File: config.mk
export PLATFORM = sky130hd
export DESIGN_NAME = wam_round_ctrl
export DESIGN_NICKNAME = d
export VERILOG_FILES = /design/src/rtl/wam_pkg.sv /design/src/rtl/wam_sec_prescaler.sv /design/src/rtl/wam_round_ctrl.sv
export SDC_FILE = /design/constraint.sdc
export NUM_CORES = 1
export LEC_CHECK = 0
export BUFFER_PORTS_ARGS = -buffer_cell sky130_fd_sc_hd__buf_2
export CORE_MARGIN = 5
export CORE_UTILIZATION = 35
export DETAILED_ROUTE_END_ITERATION = 6
export PLACE_DENSITY = 0.47
export SLEW_MARGIN = 20
export SYNTH_ARGS = -nofsm -noshare
export SYNTH_HDL_FRONTEND = slang
export SYNTH_SLANG_ARGS = --single-unit
File: constraint.sdc
create_clock -name clk -period 2.3 [get_ports clk]
set_input_delay 0 -clock clk [delete_from_list [all_inputs] [get_ports clk]]
set_output_delay 0 -clock clk [all_outputs]
set_load 0.05 [all_outputs]
File: src/rtl/wam_pkg.sv
// Shared types and widths for the whack-a-mole round controller.
//
// Contents:
//   game_state_t : round sequencing states (IDLE, READY, PLAYING, PAUSED, OVER)
//   TIME_W       : width of the seconds-remaining counter (up to 63 s)
//   READY_W      : width of the pre-round countdown counter (up to 3 s)
package wam_pkg;

    typedef enum logic [2:0] {
        IDLE    = 3'd0,
        READY   = 3'd1,
        PLAYING = 3'd2,
        PAUSED  = 3'd3,
        OVER    = 3'd4
    } game_state_t;

    localparam int TIME_W  = 6;
    localparam int READY_W = 2;

endpackage

File: src/rtl/wam_sec_prescaler.sv
// Game-second prescaler: divides the system clock down to one terminal
// count per game second.
//
// Ports:
//   clk    in  system clock
//   reset  in  asynchronous, active-low reset
//   enable in  advance the counter this cycle
//   clear  in  force the counter to zero (wins over enable)
//   term   out high while the counter sits at TICK_DIV-1
module wam_sec_prescaler #(
    parameter int TICK_DIV = 50_000_000
) (
    input  logic clk,
    input  logic reset,
    input  logic enable,
    input  logic clear,
    output logic term
);

    localparam int CNT_W = (TICK_DIV > 1) ? $clog2(TICK_DIV) : 1;
    localparam logic [CNT_W-1:0] LAST = CNT_W'(TICK_DIV - 1);

    logic [CNT_W-1:0] cnt;

    assign term = (cnt == LAST);

    // Counter wraps to zero on its own terminal count so every game second
    // lasts exactly TICK_DIV enabled cycles; when disabled it simply holds,
    // which is what lets a paused round resume mid-second.
    always_ff @(posedge clk or negedge reset) begin
        if (!reset) begin
            cnt <= '0;
        end else if (clear) begin
            cnt <= '0;
        end else if (enable) begin
            cnt <= term ? '0 : cnt + CNT_W'(1);
        end
    end

endmodule

File: src/rtl/wam_round_ctrl.sv
// Whack-a-mole round controller: sequences IDLE -> READY countdown ->
// PLAYING -> OVER, owns the game-second prescaler and the seconds-remaining
// counter, and drives the round status flags for the rest of the game.
//
// Build option: define WAM_PAUSE_EN to add the pause_btn port and the
// PLAYING <-> PAUSED toggle. Without it PAUSED is never entered.
//
// Ports:
//   clk          in   system clock
//   reset        in   asynchronous, active-low reset
//   start_btn    in   1-cycle start pulse (debounced, synchronised)
//   pause_btn    in   1-cycle pause toggle pulse (WAM_PAUSE_EN only)
//   state        out  current game_state_t
//   ready_count  out  READY seconds remaining
//   time_left    out  PLAYING seconds remaining
//   sec_tick     out  1-cycle pulse on each PLAYING second boundary
//   round_active out  high only in PLAYING
//   game_over    out  high only in OVER
module wam_round_ctrl
    import wam_pkg::*;
#(
    parameter int TICK_DIV   = 50_000_000,
    parameter int GAME_SECS  = 60,
    parameter int READY_SECS = 3
) (
    input  logic               clk,
    input  logic               reset,
    input  logic               start_btn,
`ifdef WAM_PAUSE_EN
    input  logic               pause_btn,
`endif
    output game_state_t        state,
    output logic [READY_W-1:0] ready_count,
    output logic [TIME_W-1:0]  time_left,
    output logic               sec_tick,
    output logic               round_active,
    output logic               game_over
);

    localparam logic [TIME_W-1:0]  GAME_INIT  = TIME_W'(GAME_SECS);
    localparam logic [READY_W-1:0] READY_INIT = READY_W'(READY_SECS);

    logic pause_req;

`ifdef WAM_PAUSE_EN
    assign pause_req = pause_btn;
`else
    assign pause_req = 1'b0;
`endif

    game_state_t        state_nxt;
    logic [READY_W-1:0] ready_nxt;
    logic [TIME_W-1:0]  time_nxt;
    logic               tick_nxt;
    logic               term;
    logic               presc_en;
    logic               presc_clr;
    logic               pause_toggle;

    // The prescaler only runs while a countdown is in progress. Any state
    // change restarts the second, except the PLAYING <-> PAUSED toggle,
    // which must keep the partial second so resuming loses no time.
    assign presc_en     = (state == READY) || (state == PLAYING);
    assign pause_toggle = ((state == PLAYING) && (state_nxt == PAUSED)) ||
                          ((state == PAUSED)  && (state_nxt == PLAYING));
    assign presc_clr    = (state_nxt != state) && !pause_toggle;

    wam_sec_prescaler #(
        .TICK_DIV (TICK_DIV)
    ) u_prescaler (
        .clk    (clk),
        .reset  (reset),
        .enable (presc_en),
        .clear  (presc_clr),
        .term   (term)
    );

    // Next-state and next-counter logic. A term in PLAYING always applies
    // its decrement and tick first; only then is a simultaneous pause
    // honoured, and the final second's term sends the round to OVER
    // regardless of any pause request.
    always_comb begin
        state_nxt = state;
        ready_nxt = ready_count;
        time_nxt  = time_left;
        tick_nxt  = 1'b0;

        case (state)
            IDLE, OVER: begin
                if (start_btn) begin
                    time_nxt = GAME_INIT;
                    if (READY_SECS == 0) begin
                        state_nxt = PLAYING;
                        ready_nxt = '0;
                    end else begin
                        state_nxt = READY;
                        ready_nxt = READY_INIT;
                    end
                end
            end
            READY: begin
                if (term) begin
                    ready_nxt = ready_count - READY_W'(1);
                    if (ready_count == READY_W'(1)) begin
                        state_nxt = PLAYING;
                        time_nxt  = GAME_INIT;
                    end
                end
            end
            PLAYING: begin
                if (term) begin
                    tick_nxt = 1'b1;
                    time_nxt = time_left - TIME_W'(1);
                    if (time_left == TIME_W'(1)) begin
                        state_nxt = OVER;
                    end else if (pause_req) begin
                        state_nxt = PAUSED;
                    end
                end else if (pause_req) begin
                    state_nxt = PAUSED;
                end
            end
            PAUSED: begin
                if (pause_req) begin
                    state_nxt = PLAYING;
                end
            end
            default: begin
                state_nxt = IDLE;
            end
        endcase
    end

    // All outputs are registered; the status flags are decoded from the
    // next state so they change on the same edge as the state itself.
    always_ff @(posedge clk or negedge reset) begin
        if (!reset) begin
            state        <= IDLE;
            ready_count  <= '0;
            time_left    <= GAME_INIT;
            sec_tick     <= 1'b0;
            round_active <= 1'b0;
            game_over    <= 1'b0;
        end else begin
            state        <= state_nxt;
            ready_count  <= ready_nxt;
            time_left    <= time_nxt;
            sec_tick     <= tick_nxt;
            round_active <= (state_nxt == PLAYING);
            game_over    <= (state_nxt == OVER);
        end
    end

endmodule

==> impl_metrics.yaml, run 1 <==
status:
  outcome: "finished clean"
worst_setup_path:
  required_ns: 2.48
  worstPathCellList: "ha_1, nand4_1, nor4_4, nand3b_1, nor2_1, mux2_2"
  cpMaxStageDelayCell: "nor4_4"
  crit_buf_inv: 0
  cp.arrival_ns: 2.29
  cp_max_fo: 5
  worst_path_largest_cell_delay_ns: 0.44
  worst_setup_path_start_kind: "flop"
  endpoint_kind: "flop"
  path_class: "reg -> reg"
  critPathTopFamily: "simple AND/OR/NAND/NOR gates"
floorplan:
  num_io_pins: 17
  die_area_sq_mm: 0.00853
  rows: 30
  die_w_um: 92.4
  start_util_pct: 35.5
  core_area_sq_mm: 0.00668
  dieHeight_um: 92.4
synth:
  synth_area_leaders: "dfrtp_1 (38%), nor2_1 (4.6%), dfstp_2 (4.4%), nand4_1 (4.2%), nand2_1 (4.0%)"
  synth_edf_count: 0
  ys_seq_elements: 40
  ys_async_sr_fraction_pct: 100
  ys_seq_area_share_pct: 42.4
  synth-main-ff-cell: "dfrtp_1"
  post-synth-top-count-cell: "dfrtp_1"
  synth_top_area_share_pct: 37.9
  syn_nets: 271
  syn_area_per_cell_sq_um: 9.00
  yosysWarnings: 0
  yosysTopAreaCell: "dfrtp_1"
  synthCells: 264
  synth.distinct_cells: 53
  synth_area_sq_mm: 0.00237
  ys_top_cells_by_count: "dfrtp_1 (36), nor2_1 (29), nand2_1 (25)"
timing:
  relSlewSlack_pct: 39.4
  fin_crit_sh_pct: 91.7
  rsz0062_at_grt: "false"
  finalCriticalPeriod_ns: 2.11
  setup_tns_ns: 0
  setup_ws_ns: 0.191
  hold_violations: 0
  fin_skew_ns: 0.00505
  drv_slew: 0
  max_slew.worst_pin.slew_ns: 0.909
  setup_viol: 0
  fmax_mhz: 474
finish:
  drive_gt1_share_pct: 18.5
  nets: 304
  areaGrowthSynthToFinish_pct: 15.6
  fin_area_sq_mm: 0.00275
  n_antenna_cell: 0
  stdcell_count: 378
clock_tree:
  clk_pin_slew_worst_paths_ns: 0.08
  clk_latency_ns: 0.29
  numCtsBuffers: 5
  cts_tree: "done"
  cts_hold_buf: 1
  cts-resized-gates: 0
  root_buffer: "clkbuf_8"
  cts_setup_buffers: 0
  cts.path.max_buffers: 2
  cts_max_level: 2
  numClockSinks: 40
placement:
  placed_cell_area_sq_mm: 0.00266
  hpwl_um: 4330
  dpl.cell_count: 369
  io_buffers: 16
  gp_congestion: 0.761
  preCtsSetupSlack_ns: 0.172
global_routing:
  antenna_found_initial: 0
  grt.overflow.total: 0
  track_usage_pct: 15.1
  grt_pass1_wl_um: 10300
  grt_max_degree: 41
  grt_pass1_vias: 2045
min_path:
  min_path_type: "in -> reg"
pwr:
  power_mw: 1.59
  worst_ir_drop_vdd_uv: 251
  p_leak_nw: 1.19
  powerDensity_mw_per_mm2: 580
route:
  first_pass_iters: 4
  wirelength_um: 6140
  antenna_left: 0
  drc: 0
  avgRoutedWirePerCell_um: 16.3
  drtIter0Drc: 84
  routed_via_density: 5.51
  vias: 2082
flow_run:
  cap_violations: 0
state kept, by name, indices dropped and copies added, names as in the netlist:
| register | flops |
|---|---|
| game_over | 1 |
| state | 3 |
| u_prescaler.cnt | 26 |
| ready_count | 2 |
| sec_tick | 1 |
| round_active | 1 |
| time_left | 6 |
where the power goes:
| group | switching, mW | total [mW] | leakage, nW | internal [mW] |
|---|---|---|---|---|
| sequential | 0.0830 | 0.843 | 0.522 | 0.760 |
| combinational | 0.172 | 0.286 | 0.625 | 0.114 |
| clock | 0.250 | 0.463 | 0.0422 | 0.213 |
tightest hold or removal path, delay by kind of cell:
| family | cells | cell delay (ns) |
|---|---|---|
| AND/OR/NAND/NOR | 1 | 0.09 |
| buffers and inverters | 2 | 0.16 |
| AO/OA/AOI/OAI | 1 | 0.07 |
per-layer routing:
layer  global-route usage (%)  share of wire, %  vias to the layer above
met3                     2.76               4.2                        9
li1                         -                 -                     1030
met1                     19.9                46                     1009
met5                        0                 0                        -
met2                     24.8                48                       34
met4                     5.20               1.3                        0
cell families (layout without fill, tap and decap cells):
| family | count (synthesis) | after routing | share of synthesized area, % |
|---|---|---|---|
| AO/OA/AOI/OAI | 55 | 55 | 15.9 |
| XOR/XNOR | 12 | 12 | 4.43 |
| adder cells (fa/ha/maj) | 4 | 4 | 2.11 |
| buffers and inverters | 21 | 55 | 3.69 |
| flip-flops | 40 | 40 | 42.4 |
| multiplexers | 4 | 4 | 1.74 |
| AND/OR/NAND/NOR | 128 | 128 | 29.8 |
path summary, 6_finish.rpt:
kind,from,end,slack (ns),cells after the start
max,u_prescaler.cnt[1],ready_count[1],0.19,6
min,start_btn,game_over,0.07,4
max reg2reg,u_prescaler.cnt[1],ready_count[1],0.19,6
min reg2reg,state[2],state[1],0.53,1
max in group asynchronous,reset,u_prescaler.cnt[1],1.35,2
min in group asynchronous,reset,state[0],0.37,2
stage by stage:
step	util (%)	hold WS, ns
4_1_cts	41.1	0.0528
6_report	41.1	0.0659
5_1_grt	41.1	0.0782
3_5_place_dp	39.7	0.194
2_1_floorplan	-	-0.296
3_3_place_gp	39.7	0.192
layout by cell type (no fill, tap or decap), drive strengths merged, types with 4 or more instances in the layout:
master and instances:
dfrtp 36, buf 36, nand2 25, dfstp 4, a31oi 7, or3 6, nand3 16, and3 4
a21oi 17, a21o 5, xor2 10, inv 10, ha 4, nor2 29, o21ai 10, clkbuf 7
nor4 6, nor3 6, nand4 17
cell type report:
type	count	area (sq um)
inverter	10	37.5
timing repair buffer	37	240
tap	80	100
fill	669	3940
sequential	40	1010
multi-input combinational	203	1280
clock inverter	1	5.00
clock buffer	7	76.3
No activity file was read; power rests on OpenSTA's default activity.
==> inputs of run 2 (changes only) <==
- CORE_UTILIZATION: 35 -> 42
- HOLD_SLACK_MARGIN: not set -> 0.06
- PLACE_DENSITY: 0.47 -> 0.55
==> run 2 against run 1 <==
  * Utilization rose by 9.8 points
  * Combinational power decreased by 6%
  * Clock skew increased by 0.0019 ns
  * Routed wire length down 6.5%
  * Highest routed layer unchanged
==> impl_metrics.yaml, run 2 (same netlist as run 1, synthesis figures left out) <==
timing:
  finalCriticalPeriod_ns: 2.08
  setup_tns_ns: 0
  holdWs_ns: 0.359
  setup_viol: 0
  fin_crit_sh_pct: 90.6
  drv_slew: 0
  rsz0062_at_grt: "false"
  fmax_mhz: 480
  hold_violations: 0
  relSlewSlack_pct: 41.2
  max_slew.worst_pin.slew_ns: 0.881
  fin_skew_ns: 0.00693
floorplan:
  start_util_pct: 43.1
  dieHeight_um: 85.2
  core_area_sq_mm: 0.00551
  rows: 27
  die_area_sq_mm: 0.00726
  die_w_um: 85.2
  num_io_pins: 17
worst_setup_path:
  cp.arrival_ns: 2.26
  required_ns: 2.47
  path_class: "reg -> reg"
  endpoint_kind: "flop"
  cp_max_fo: 8
  worst_setup_path_start_kind: "flop"
route:
  avgRoutedWirePerCell_um: 15.3
  drtIter0Drc: 109
  drc: 0
  vias: 2078
  antenna_left: 0
  wirelength_um: 5750
  routed_via_density: 5.54
  first_pass_iters: 4
clock_tree:
  cts_max_level: 2
  root_buffer: "clkbuf_8"
  clk_latency_ns: 0.29
  numCtsBuffers: 5
  clk_pin_slew_worst_paths_ns: 0.08
  cts_tree: "done"
  cts.path.max_buffers: 2
  numClockSinks: 40
finish:
  nFillCells: 524
  nets: 309
  register_area_sq_mm: 0.00101
  largest_reg_flops: 26
  n_antenna_cell: 0
  drive_gt1_share_pct: 19.8
  final_common_cell: "dfrtp_1"
  areaGrowthSynthToFinish_pct: 18.0
  largest-register: "u_prescaler.cnt"
  final_cell_mix: "dfrtp_1 (36), nor2_1 (29), nand2_1 (25), buf_4 (24)"
  reg.largest.list: "u_prescaler.cnt: 26 flops, time_left: 6 flops, state: 3 flops"
  multiInputGateArea_sq_mm: 0.00128
global_routing:
  grt_pass1_vias: 1997
  antenna_found_initial: 0
  grt_pass1_wl_um: 9850
  track_usage_pct: 16.8
  grt_max_degree: 41
  grt.overflow.total: 0
status:
  outcome: "finished clean"
pwr:
  p_leak_nw: 1.23
  worst_ir_drop_vdd_uv: 304
  powerDensity_mw_per_mm2: 600
  power_mw: 1.68
placement:
  io_buffers: 16
  gp_congestion: 0.823
  hpwl_um: 4130
flow_run:
  cap_violations: 0
min_path:
  min_path_type: "in -> async"
[run 2: cell count changes in the layout (fill, tap and decap cells not counted)]
| cell | change |
|---|---|
| bufinv_16 | +1 |
| buf_4 | +4 |
| dlygate4sd3_1 | +1 |
| clkbuf_1 | -1 |
[run 2: power by group]
group | switching [mW] | internal [mW]
clock network | 0.250 | 0.322
logic | 0.164 | 0.106
registers | 0.0798 | 0.760
total | 0.494 | 1.19
[run 2: final timing paths]
| path | cells past startpoint | slack [ns] | from | endpoint |
|---|---|---|---|---|
| hold / removal | 2 | 0.36 | reset | state[0] |
| min in group clk | 1 | 0.54 | time_left[4] | time_left[4] |
| max in group asynchronous | 2 | 1.38 | reset | u_prescaler.cnt[17] |
| hold reg to reg | 1 | 0.54 | time_left[4] | time_left[4] |
| setup reg to reg | 7 | 0.22 | u_prescaler.cnt[1] | u_prescaler.cnt[24] |
| setup / recovery | 7 | 0.22 | u_prescaler.cnt[1] | u_prescaler.cnt[24] |
[run 2: worst max-delay path: stages, from the launching register on]
cell and delay (ns):
dfrtp_1 0.41, ha_1 0.27, nand4_1 0.20, buf_4 0.20, nor2_1 0.08, nand4_1 0.22
a211oi_4 0.48, nor2_1 0.10
[run 2: timing repair]
item | CTS | global route
hold buffers | 2 | 0
hold endpoints to repair | 38 | 0
buffers inserted | 0 | 3
endpoints found under the setup margin | 0 | 16
gates resized for setup | 0 | 0
[run 2: per-layer routing]
| layer | vias up | wire length [um] | global-route usage (%) |
|---|---|---|---|
| met2 | 43 | 2700 | 27.7 |
| met3 | 6 | 261 | 3.88 |
| met4 | 0 | 74 | 4.46 |
| li1 | 1051 | - | - |
| met5 | - | 0 | 0 |
| met1 | 978 | 2710 | 22.3 |
[run 2: cell type report]
type                    instances  area share, %
multi-input cells             203           45.7
flip-flops and latches         40           35.9
repair buffers                 42           10.0
well taps                      72           3.21
clock buffers                   6           2.59
inverters                      10           1.34
clock inverters                 2           1.25
[run 2: stage by stage]
| step | area (sq um) | util [%] | setup WS [ns] | cells |
|---|---|---|---|---|
| floorplan | 2370 | - | 0.227 | 264 |
| global placement | 2650 | 48.2 | 0.166 | 362 |
| detailed placement | 2650 | 48.2 | 0.0802 | 362 |
| CTS | 2780 | 50.5 | 0.0780 | 372 |
| global route | 2800 | 50.9 | 0.0249 | 375 |
| finish | 2800 | 50.9 | 0.216 | 375 |
==> inputs of run 3 (changes only) <==
- SYNTH_HIERARCHICAL: not set -> 1
==> run 3 against run 2 <==
  * The flow now finishes with violations (negative setup slack)
  * Clock skew barely moved
  * Non-clock buffer count is 67 higher
  * Die area fell by 0.14%
  * Final area up 26%
  * Clock power is 1% higher
  * Largest power group unchanged
  * Critical path type unchanged
  * Sequential share of layout area shrank 7.3 points
==> impl_metrics.yaml, run 3 <==
status:
  outcome: "complete, but fails checks"
  violations: "negative setup slack"
flow_run:
  cap_violations: 0
route:
  vias: 2251
  wirelength_um: 6450
  drc: 0
  drtIter0Drc: 84
  avgRoutedWirePerCell_um: 15.4
  routed_via_density: 5.37
  first_pass_iters: 4
  antenna_left: 0
timing:
  setup_viol: 25
  finalCriticalPeriod_ns: 3.10
  relSlewSlack_pct: 36.8
  setup_tns_ns: -12.68
  setup_ws_ns: -0.804
  holdWs_ns: 0.385
  drv_slew: 0
  fin_skew_ns: 0.00662
  fin_crit_sh_pct: 135
  rsz0062_at_grt: "true"
  max_slew.worst_pin.slew_ns: 0.948
  hold_violations: 0
  fmax_mhz: 322
worst_setup_path:
  r2r-start: "u_prescaler/cnt[6]"
  rrSetupSlack_ns: -0.80
  endpoint_kind: "flop"
  endpoint: "u_prescaler/cnt[15]"
  path_class: "reg -> reg"
  cp.arrival_ns: 3.33
  cp_max_fo: 13
  worst_setup_path_start_kind: "flop"
  timing.rr.end: "u_prescaler/cnt[15]"
  crit_start: "u_prescaler/cnt[6]"
  r2r_cells: 11
  required_ns: 2.53
synth:
  ys_seq_elements: 40
  synthCells: 242
  synth_top_area_share_pct: 38.0
  synth.distinct_cells: 60
  yosysWarnings: 6
  ys_async_sr_fraction_pct: 100
  syn_nets: 249
  synth-main-ff-cell: "dfrtp_1"
  synth_area_sq_mm: 0.00237
  syn_area_per_cell_sq_um: 9.80
  synth_area_leaders: "dfrtp_1 (38%), a21oi_1 (5.3%), dfstp_2 (4.4%), or4_1 (3.2%), xnor2_1 (3.0%)"
  synth_edf_count: 0
  post-synth-top-count-cell: "dfrtp_1"
  ys_top_cells_by_count: "dfrtp_1 (36), a21oi_1 (25), nand2_1 (17), nor2_1 (14), inv_1 (13)"
  yosysTopAreaCell: "dfrtp_1"
  ys_seq_area_share_pct: 42.4
pwr:
  internal_power_mw: 1.04
  switching_power_uw: 292
  power_frac_comb_pct: 3.6
  powerDensity_mw_per_mm2: 380
  power_frac_clock_pct: 43.3
  worst_ir_drop_vdd_uv: 224
  p_leak_nw: 1.57
  swShare_pct: 21.9
  pwr-share-seq_pct: 53.1
placement:
  gp_congestion: 0.819
  placed_cell_area_sq_mm: 0.00295
  io_buffers: 16
  hpwl_um: 4200
floorplan:
  start_util_pct: 43.1
  num_io_pins: 17
  dieHeight_um: 85.1
  die_area_sq_mm: 0.00725
  rows: 27
  core_area_sq_mm: 0.00551
  die_w_um: 85.1
global_routing:
  antenna_found_initial: 0
  grt_pass1_vias: 2282
  track_usage_pct: 18.8
  grt_max_degree: 41
  grt.overflow.total: 0
  grt_pass1_wl_um: 11000
clock_tree:
  cts_tree: "done"
  clk_pin_slew_worst_paths_ns: 0.08
  clk_latency_ns: 0.29
  cts.path.max_buffers: 2
  numCtsBuffers: 5
  root_buffer: "clkbuf_8"
  numClockSinks: 40
  cts_max_level: 2
finish:
  final_common_cell: "buf_4"
  multiInputGateArea_sq_mm: 0.00142
  n_antenna_cell: 0
  fin_area_sq_mm: 0.00352
  largest_reg_flops: 26
  nets: 353
  areaGrowthSynthToFinish_pct: 48.4
  largest-register: "u_prescaler/cnt"
  reg.largest.list: "u_prescaler/cnt: 26 flops, time_left: 6 flops, state: 3 flops"
  register_area_sq_mm: 0.00101
  nFillCells: 453
  drive_gt1_share_pct: 47.6
  final_cell_mix: "buf_4 (75), dfrtp_1 (36), buf_2 (17), nand2_1 (16), a21oi_1 (15)"
min_path:
  min_path_type: "in -> async"
-- run 3: worst min-delay path by stage --
stage               startpoint             endpoint  slack, ns  depth (start not counted)
floorplan                reset            game_over      -0.30                          0
global placement         reset  u_prescaler/cnt[14]       0.20                          1
CTS                      reset  u_prescaler/cnt[19]       0.43                          2
detailed placement       reset  u_prescaler/cnt[16]       0.20                          1
global route             reset  u_prescaler/cnt[19]       0.49                          2
finish                   reset  u_prescaler/cnt[19]       0.39                          2
-- run 3: power by group through the flow --
stage	logic, mW	clock network (mW)	registers (mW)
CTS	0.0483	0.601	0.710
detailed placement	0.0454	0	0.723
floorplan	0.00822	0	0.735
finish	0.0478	0.578	0.710
global placement	0.0452	0	0.723
global route	0.0535	0.635	0.710
-- run 3: critical path: stages, from the launching register on --
cell	delay (ns)
dfrtp_1	0.40
nand3_4	0.09
or4b_4	0.52
nor3_4	0.27
buf_4	0.15
a31o_1	0.17
o221a_4	0.22
o21ai_4	0.07
or4_4	0.45
buf_8	0.17
or4_4	0.41
a21oi_2	0.13
-- run 3: area by class of cell --
cell class,instances,area share (%)
sequential,40,28.6
clock buffer,6,2.06
clock inverter,2,0.996
multi-input combinational,177,40.4
inverter,13,1.39
tap,72,2.56
timing repair buffer,109,24.0
-- run 3: layer usage --
metal | share of wire, % | track usage, % | wire [um] | vias to the layer above
li1 | - | - | - | 1095
met1 | 42 | 22.5 | 2710 | 1110
met3 | 2.5 | 3.88 | 163 | 12
met4 | 2.1 | 5.76 | 134 | 0
met2 | 53 | 33.8 | 3440 | 34
met5 | 0 | 0 | 0 | -
-- run 3: stage by stage --
step	utilization, %	worst slack (ns)	power, mW	instances
floorplan	-	-0.938	0.743	242
global placement	53.5	-0.748	0.768	380
detailed placement	53.5	-0.871	0.769	380
CTS	60.5	-0.755	1.36	407
global route	63.9	-0.929	1.40	419
finish	63.9	-0.804	1.34	419
-- run 3: cell families after synthesis --
kind of cell / Yosys count / share of synthesized area [%]
xor+xnor: 10 / 3.69
compound gates: 61 / 17.9
mux: 4 / 2.01
buf+inv: 25 / 5.75
simple gates: 98 / 26.1
fa+ha+maj: 4 / 2.11
flops: 40 / 42.4
-- run 3: timing repair --
item | 4_1_cts | 5_1_grt
resized for setup | 26 | 24
hold buffers | 2 | 0
pin swaps | 22 | 13
setup buffers | 18 | 12
setup endpoints to repair | 26 | 35
gates cloned | 1 | 0
endpoints found under the hold margin | 37 | 0
